==> config.mk <==
export PLATFORM = sky130hd
export DESIGN_NAME = gray_frame_ctrl
export DESIGN_NICKNAME = d
export VERILOG_FILES = /design/src/rtl/gray_frame_ctrl.sv
export SDC_FILE = /design/constraint.sdc
export NUM_CORES = 1
export LEC_CHECK = 0
export ABC_AREA = 1
export BUFFER_PORTS_ARGS = -buffer_cell sky130_fd_sc_hd__buf_2
export CORE_ASPECT_RATIO = 1.1
export CORE_MARGIN = 2
export CORE_UTILIZATION = 55
export DETAILED_ROUTE_END_ITERATION = 7
export PLACE_DENSITY = 0.77
export REMOVE_ABC_BUFFERS = 1
export SYNTH_ARGS = -nofsm -noshare
export SYNTH_HDL_FRONTEND = slang
export SYNTH_SLANG_ARGS = --single-unit
==> constraint.sdc <==
create_clock -name clk -period 4 [get_ports clk]
set_input_delay 1 -clock clk [delete_from_list [all_inputs] [get_ports clk]]
set_output_delay 1 -clock clk [all_outputs]
set_load 0.02 [all_outputs]
==> src/rtl/gray_frame_ctrl.sv <==
// rtl/gray_frame_ctrl.sv - frame sequencer with two-stage RGB-to-gray pipeline and stream handshakes
module gray_frame_ctrl #(
    parameter int CNT_W = 20
) (
    input  logic             clk,
    input  logic             rst_n,
    input  logic             start,
    input  logic [CNT_W-1:0] num_pixels,
    output logic             busy,
    output logic             done,
    input  logic             in_valid,
    input  logic [23:0]      in_data,
    output logic             in_ready,
    output logic             out_valid,
    output logic [7:0]       out_data,
    output logic             out_last,
    input  logic             out_ready
);

    typedef enum logic [1:0] {
        IDLE = 2'd0,
        RUN  = 2'd1,
        DONE = 2'd2
    } state_t;

    state_t           r_state;
    state_t           w_state_nxt;

    logic [CNT_W-1:0] r_n;
    logic [CNT_W-1:0] r_in_cnt;
    logic [CNT_W-1:0] r_out_cnt;

    logic [17:0]      r_s1_sum;
    logic             r_s1_valid;
    logic             r_s1_last;
    logic [7:0]       r_s2_data;
    logic             r_s2_valid;
    logic             r_s2_last;

    logic             w_adv;
    logic             w_in_hs;
    logic             w_out_hs;
    logic             w_start_acc;
    logic [17:0]      w_sum;

    // Whole pipeline advances together; a held output freezes both stages.
    assign w_adv       = !r_s2_valid || out_ready;
    assign in_ready    = (r_state == RUN) && (r_in_cnt < r_n) && w_adv;
    assign w_in_hs     = in_valid && in_ready;
    assign w_out_hs    = r_s2_valid && out_ready;
    assign w_start_acc = (r_state == IDLE) && start;

    // Weighted luminance numerator; worst case 255*1000 fits in 18 bits.
    assign w_sum = 18'(in_data[7:0])   * 18'd299
                 + 18'(in_data[15:8])  * 18'd587
                 + 18'(in_data[23:16]) * 18'd114;

    assign busy      = (r_state != IDLE);
    assign done      = (r_state == DONE);
    assign out_valid = r_s2_valid;
    assign out_data  = r_s2_data;
    assign out_last  = r_s2_last;

    // State register.
    always_ff @(posedge clk or negedge rst_n) begin
        if (!rst_n) begin
            r_state <= IDLE;
        end else begin
            r_state <= w_state_nxt;
        end
    end

    // Next-state: empty frames go straight to DONE, otherwise finish on the last output handshake.
    always_comb begin
        w_state_nxt = r_state;
        case (r_state)
            IDLE: begin
                if (start) begin
                    w_state_nxt = (num_pixels == '0) ? DONE : RUN;
                end
            end
            RUN: begin
                if (w_out_hs && (r_out_cnt == r_n - CNT_W'(1))) begin
                    w_state_nxt = DONE;
                end
            end
            DONE:    w_state_nxt = IDLE;
            default: w_state_nxt = IDLE;
        endcase
    end

    // Frame length latch and input/output pixel counters.
    always_ff @(posedge clk or negedge rst_n) begin
        if (!rst_n) begin
            r_n       <= '0;
            r_in_cnt  <= '0;
            r_out_cnt <= '0;
        end else if (w_start_acc) begin
            r_n       <= num_pixels;
            r_in_cnt  <= '0;
            r_out_cnt <= '0;
        end else begin
            if (w_in_hs) begin
                r_in_cnt <= r_in_cnt + CNT_W'(1);
            end
            if (w_out_hs) begin
                r_out_cnt <= r_out_cnt + CNT_W'(1);
            end
        end
    end

    // Stage 1 captures the weighted sum and whether this is the frame's final pixel.
    always_ff @(posedge clk or negedge rst_n) begin
        if (!rst_n) begin
            r_s1_sum   <= '0;
            r_s1_valid <= 1'b0;
            r_s1_last  <= 1'b0;
        end else begin
            if (w_in_hs) begin
                r_s1_sum  <= w_sum;
                r_s1_last <= (r_in_cnt == r_n - CNT_W'(1));
            end
            if (w_adv) begin
                r_s1_valid <= w_in_hs;
            end
        end
    end

    // Stage 2 divides down to the 8-bit gray value and holds it while stalled.
    always_ff @(posedge clk or negedge rst_n) begin
        if (!rst_n) begin
            r_s2_data  <= '0;
            r_s2_valid <= 1'b0;
            r_s2_last  <= 1'b0;
        end else if (w_adv) begin
            r_s2_data  <= 8'(r_s1_sum / 18'd1000);
            r_s2_valid <= r_s1_valid;
            r_s2_last  <= r_s1_last && r_s1_valid;
        end
    end

endmodule

## Yosys cells after proc, flatten, opt, wreduce, memory -nomap -nowiden

Index checks and enable logic that the tools add are counted.

| operators by class | value |
|---|---|
| add/sub/neg operators | 5 |
| multiply operators | 3 |
| divide/modulo/power cells | 1 |
| magnitude comparators | 1 |
| eq/ne operators | 6 |
| multiplexer cells | 8 |
| reductions and logical operators | 15 |

Operators by type and width:

| cell | number |
|---|---|
| 2-to-1 mux 20 bit | 4 |
| adder 20 x 1 -> 20 bit (second input constant) | 2 |
| equality test 20 bit | 2 |
| zero test 20 bit | 1 |
| < comparator 20 bit | 1 |
| subtractor 20 x 1 -> 20 bit (second input constant) | 1 |
| adder 17 x 18 -> 18 bit | 1 |
| adder 18 x 15 -> 18 bit | 1 |
| divider 18 x 10 -> 18 bit (second input constant) | 1 |
| multiplier 8 x 10 -> 18 bit (second input constant) | 1 |
| multiplier 8 x 9 -> 17 bit (second input constant) | 1 |
| multiplier 8 x 6 -> 14 bit (second input constant) | 1 |
| logical AND 1 bit | 7 |
| 2-to-1 mux 2 bit | 3 |
| nonzero test 2 bit | 3 |
| case mux 2 bit (2 select lines) | 1 |
| equality test 2 x 1 -> 1 bit (second input constant) | 1 |
| equality test 2 bit (second input constant) | 1 |
| zero test 2 bit | 1 |
| inequality test 2 x 1 -> 1 bit (second input constant) | 1 |
| inequality test 2 bit (second input constant) | 1 |
| AND reduction 2 bit | 1 |
| zero test 1 bit | 1 |
| logical OR 1 bit | 1 |

| storage, ports and cells | value |
|---|---|
| flip-flop bits (word level) | 92 |
| output and inout port bits | 13 |
| logic and storage cells | 49 |

## Longest topological paths before layout

Gate-level depths: netlist (run 1).

| logic depth | value |
|---|---|
| depth in word-level cells | 6 |
| depth in mapped cells | 49 |
| depth with buffers taken out | 49 |

## Least setup slack after synthesis (run 1)

OpenSTA, ideal clock, no wires.

| timing path | value |
|---|---|
| path type | input port to flip-flop |
| start | in in_data[16] |
| end | reg r_s1_sum[16] |
| setup time | 136 ps |
| data arrival time | 6,333 ps |
| required time | 3,864 ps |
| setup slack | -2,469 ps |
| cell stages on the path | 26 |
| path buffers | 0 |
| cells stage by stage | fa_1 inv_1 fa_1 inv_1 ha_1 ha_1 inv_1 fa_1 xnor2_1 ha_1 inv_1 fa_1 fa_1 inv_1 fa_1 ha_1 a21oi_1 o21bai_1 a21o_1 a21oi_1 o21ai_0 a21oi_1 nor2_1 nor2_1 xor2_1 o21ai_0 |

| between the ends | value |
|---|---|
| cells in the longest elaborated chain, start to end | 2 |

RTL lines:

| element | RTL line | source |
|---|---|---|
| start: declaration | 12 | `input logic [23:0] in_data,` |
| multiplier 8 x 6 -> 14 bit | 56 | `+ 18'(in_data[23:16]) * 18'd114;` |
| adder 18 x 15 -> 18 bit | 56 |  |
| end signal: assignment | 120 | `r_s1_sum <= w_sum;` |
| end: declaration | 33 | `logic [17:0] r_s1_sum;` |

No other way between the ends.
A chain may end at the register's enable or synchronous reset.

## Final worst setup path (run 1)

Same ends and word-level chain as after synthesis.

==> results of run 1 <==
[sequential cells by signal (all words and copies together), names as in the netlist]
| register | count |
|---|---|
| r_s1_last | 1 |
| r_s1_sum | 15 |
| r_n | 20 |
| out_data | 8 |
| r_out_cnt | 20 |
| r_in_cnt | 20 |
| r_state | 2 |
| out_last | 1 |
| r_s1_valid | 1 |
| out_valid | 1 |
[area by class of cell]
class,count,area [um2]
sequential,89,2230
fill,1264,4990
clock inverter,5,38.8
clock buffer,11,243
tap,247,309
inverter,305,1160
timing repair buffer,260,1890
multi-input combinational,965,8040
[worst min-delay path: cells and delay by family (launching register included)]
kind                   cells  cell delay [ns]
and+or+nand+nor            1             0.06
buffers and inverters      1             0.05
DFF                        1             0.34
[stage by stage]
stage / utilization (%) / cell area (um2) / setup slack, ns / hold WS (ns) / TNS, ns
final: 73.6 / 13900 / -2.52 / 0.479 / -27.18
after global routing: 73.6 / 13900 / -2.71 / 0.521 / -30.66
after CTS: 69.6 / 13200 / -2.23 / 0.485 / -22.70
after detailed placement: 65.3 / 12300 / -2.90 / 0.469 / -31.66
after global placement: 65.3 / 12300 / -2.73 / 0.456 / -29.41
after floorplan: - / 10500 / -2.49 / 0.445 / -23.64
[layout by cell type, fill, tap and decap left out, types with 4 or more instances in the layout]
cell type    n
nand4_1     13
fa_1        70
a21oi_1     52
nand2_1    186
nor3_1      26
inv_4        8
nand2_4     25
o21ai_0     70
a31oi_1      9
nor3_2       6
ha_4        20
o211ai_1     5
nand2_2     50
xnor2_1     13
o21ai_2      5
o21ai_1     12
buf_4      187
o21bai_4     5
nor4_1       9
inv_2       26
dfrtp_1     89
nor2_4      14
buf_6       16
nand3_2     19
nor2_1      74
xor2_1      43
buf_2       55
a21oi_2     15
ha_1       106
o2111ai_1    4
clkbuf_16    9
a211oi_1     4
nand3_4      6
nor2_2      13
inv_1      268
nand3_1     45
[repair_timing]
| action | in CTS | in global routing |
|---|---|---|
| resized for setup | 89 | 152 |
| hold buffers | 0 | 0 |
| buffers inserted | 18 | 18 |
| endpoints found under the setup margin | 20 | 28 |
| pin swaps | 58 | 80 |
[kinds of logic after synthesis]
logic type,Yosys count
AND/OR/NAND/NOR,498
buffers and inverters,316
AO/OA/AOI/OAI,206
adder cells (fa/ha/maj),198
flip-flops,89
XOR/XNOR,63
[worst max-delay path by stage]
stage                         to  slack, ns
floorplan           r_s1_sum[16]      -2.49
global route        r_s1_sum[17]      -2.71
detailed placement  r_s1_sum[17]      -2.90
finish              r_s1_sum[16]      -2.52
global placement    r_s1_sum[17]      -2.73
CTS                 r_s1_sum[17]      -2.23
[per-layer routing]
layer  routed length [um]  up-vias  part of all wire, %  track usage (%)
met3                 1380       87                  4.6             2.55
met1                12100     4856                   40             33.2
met5                    0        -                    0                0
met4                 1010        0                  3.4             9.06
li1                     -     4888                    -                -
met2                15400      333                   52             48.8
==> impl_metrics.ini, run 1 <==
[yosys]
synth_area_mm2 = 0.0105
muxShareOfSynthArea_pct = 0
syn_area_per_cell_um2 = 7.67
yosys.area_share.xor_xnor_pct = 5.32
synthTopCellsByCount = 288 x inv_1, 228 x nand2_1, 126 x ha_1
synth-async-reset-ratio_pct = 100
seq_area_frac_synth_pct = 21.2
yosysMostFrequentCell = inv_1
synth_cell_types = 48
yosysWarnings = 0
synth.largest_area_cell = dfrtp_1
synth_area_leaders = dfrtp_1 21%, ha_1 15%, fa_1 14%
synth-seq-cells = 89
synth_top_area_share_pct = 21.2
synthAdderAreaFrac_pct = 28.7
synth_edf_count = 0
synth_top_family_by_area = adder cells
postSynthCellCount = 1370
yosys.area_share.simple_pct = 22.1
synth_flop_cell = dfrtp_1
synth-compound-area-share_pct = 11.4

[clocking]
cts_buffers = 9
cts.clk_slew.worst_paths_ns = 0.06
cts_sinks = 89
clock_tree.root_cell = clkbuf_16
htree_levels = 3
cts.path.max_buffers = 2
cts_tree = yes
clock_latency_ns = 0.36

[floorplan]
core_area_mm2 = 0.0189
fp-row-count = 53
start_util_pct = 55.6
die_area_mm2 = 0.0202
die_x_um = 136
die_y_um = 149
io_pins = 62

[critical_path]
start_kind = input pin
crit_start = in_data[16]
crit_path_end_kind = register
cp_data_arrival_time_ns = 6.75
worst_path_largest_cell_delay_ns = 0.56
path_delay_family = adder cells
reg2reg_to = out_data[0]
crit_path_top_delay_cell = fa_1
cp_common_cell = fa_1
crit_type = in -> reg
r2r_cells = 43
reg2reg_slack_ns = -1.00
r2r_start = r_s1_sum[15]
worstSetupPathDepth = 27
cp.required_ns = 4.23
path_max_fanout = 4
crit_buf_inv = 6

[detailed_routing]
first_iter_violations = 816
wl_per_cell_um = 15.9
dr.pass1.iters = 5
routed_wl_um = 29900
drtAntennaViolNets = 0
avgViaCountPerCell = 5.40
post-route-drc-count = 0
num_vias = 10164

[min_path]
min-delay-start = r_s1_valid
hp-class = reg -> reg
hold_depth = 2
worstHoldEndpoint = out_valid

[layout]
diodes = 0
final_cell_count_no_fill = 1882
nets = 1877
syn_to_final_growth_pct = 32.3
drive_gt1_share_pct = 31.0

[status]
status = finished, violations left
violations = setup timing

[placed_design]
place_hpwl_um = 19900
place_inst = 1833
gp_congestion = 0.894
port_buffers = 61

[sta]
fmax_mhz = 153
hold_viol = 0
slew_viol_final = 0
worstMarginPinSlew_ns = 0.803
slew_headroom_pct = 46.0
rsz0062_at_grt = yes
post-route-worst-setup-slack_ns = -2.52
finalCritPeriodShare_pct = 163
period_needed_ns = 6.52
setup-violations-final = 16
skew_ns = 0.0105

[global_route]
grt_pass1_vias = 9805
grt_overflow = 0
antenna_found_initial = 0
track_usage_pct = 26.8
grt_max_degree = 46
grt_pass1_wl_um = 43900

[run]
drv_cap = 0
Power of run 1 is not shown: default switching activity piles up to over one toggle a cycle in this logic, so the estimate is an artifact.
==> inputs of run 2 (changes only) <==
==> constraint.sdc (replaced) <==
create_clock -name clk -period 4 [get_ports clk]
set_input_delay 0.8 -clock clk [delete_from_list [all_inputs] [get_ports clk]]
set_output_delay 0.8 -clock clk [all_outputs]
set_load 0.02 [all_outputs]
==> run 2 against run 1 <==
  * The flow still finishes with violations (setup timing)
  * Clock skew shrank 0.00060 ns
  * Sequential share of layout area shrank 0.066 points
  * Die area is the same
  * Worst hold slack lost 0.073 ns
  * Worst setup slack gained 0.18 ns
  * Via count grew 3.8%
  * Core utilization grew 0.30 points
  * Non-clock buffer count grew 14
  * Wire length grew 6.7%
  * Register-to-register slack lost 0.05 ns
==> impl_metrics.ini, run 2 (synthesis gave the netlist of run 1 again) <==
[min_path]
hp-class = in -> async

[placed_design]
place_ws_ns = -2.67
port_buffers = 61
place_hpwl_um = 20300
place_inst = 1829
gp_congestion = 0.903

[status]
status = finished, violations left
violations = setup timing

[layout]
syn_to_final_growth_pct = 32.9
final_cell_count_no_fill = 1896
drive_gt1_share_pct = 31.4
layout_commonest_cell = inv_1
reg_top3 = r_in_cnt: 20 flops, r_n: 20 flops, r_out_cnt: 20 flops
diodes = 0
layout_common_cells = 269 x inv_1, 205 x buf_4, 182 x nand2_1
nets = 1891
final-seq-area_mm2 = 0.00223
n_fill_cell = 1239
multi_input_area_mm2 = 0.00800

[sta]
skew_ns = 0.00987
finalCritPeriodShare_pct = 159
whs_ns = 0.406
period_needed_ns = 6.34
fmax_mhz = 158
worstMarginPinSlew_ns = 0.868
post-route-worst-setup-slack_ns = -2.34
slew_headroom_pct = 41.6
slew_viol_final = 0
hold_viol = 0
setup-violations-final = 17
rsz0062_at_grt = yes

[detailed_routing]
dr.pass1.iters = 8
post-route-drc-count = 0
routed_wl_um = 31900
avgViaCountPerCell = 5.56
num_vias = 10551
first_iter_violations = 946
drtAntennaViolNets = 0
wl_per_cell_um = 16.8

[clocking]
htree_levels = 3
cts_buffers = 9
cts_tree = yes
cts.path.max_buffers = 2
cts_sinks = 89
cts.clk_slew.worst_paths_ns = 0.07
clock_latency_ns = 0.36
hold_buffers = 0
clock_tree.root_cell = clkbuf_16

[critical_path]
reg2reg_to = out_data[0]
cp_common_cell = buf_4
r2r_cells = 43
crit_path_top_delay_cell = fa_1
worst_path_largest_cell_delay_ns = 0.64
path_max_fanout = 4
reg2reg_slack_ns = -1.05
path_delay_family = adder cells
crit_path_end_kind = register
crit_buf_inv = 13
r2r_start = r_s1_sum[15]
cp_data_arrival_time_ns = 6.63
start_kind = input pin
crit_type = in -> reg
cp.required_ns = 4.29

[global_route]
grt_overflow = 0
grt_pass1_vias = 10348
track_usage_pct = 28.4
grt_pass1_wl_um = 46500
antenna_found_initial = 0
grt_max_degree = 46

[floorplan]
core_area_mm2 = 0.0189
die_x_um = 136
start_util_pct = 55.6
fp-row-count = 53
io_pins = 62
die_area_mm2 = 0.0202
die_y_um = 149

[run]
drv_cap = 0
## run 2: worst max-delay path by stage
stage | start | endpoint | slack, ns | cells after the start
floorplan | in_data[16] | r_s1_sum[16] | -2.29 | 26
global placement | in_data[16] | r_s1_sum[17] | -2.53 | 29
detailed placement | in_data[16] | r_s1_sum[17] | -2.67 | 29
CTS | in_data[16] | r_s1_sum[17] | -2.07 | 29
global route | in_data[16] | r_s1_sum[17] | -2.45 | 29
finish | in_data[16] | r_s1_sum[9] | -2.34 | 28
## run 2: final cells by class
type / instances / area share (%)
clock buffers: 10 / 1.64
clock inverters: 6 / 0.511
inverters: 305 / 8.28
multi-input cells: 965 / 57.3
flip-flops and latches: 89 / 15.9
well taps: 247 / 2.21
repair buffers: 274 / 14.2
## run 2: through the flow
| step | utilization, % | TNS (ns) | area (um2) |
|---|---|---|---|
| CTS | 70.1 | -20.81 | 13300 |
| finish | 73.9 | -25.19 | 14000 |
| detailed placement | 65.2 | -28.48 | 12300 |
| global route | 73.9 | -27.97 | 14000 |
| floorplan | - | -21.04 | 10500 |
| global placement | 65.2 | -26.49 | 12300 |
## run 2: per-layer routing
layer / vias to the layer above / track usage (%) / wire length, um
li1: 4934 / - / -
met5: - / 0 / 0
met4: 0 / 11.7 / 1540
met2: 481 / 51.5 / 16400
met1: 5005 / 33.6 / 12000
met3: 131 / 4.04 / 1910
## run 2: repair_timing
item                       in CTS  in global routing
buffers inserted               31                 21
setup endpoints to repair      22                 27
gates cloned                    0                  0
pin swaps                      60                 93
gates resized for setup        87                143
Power of run 2 is left out for the same reason.
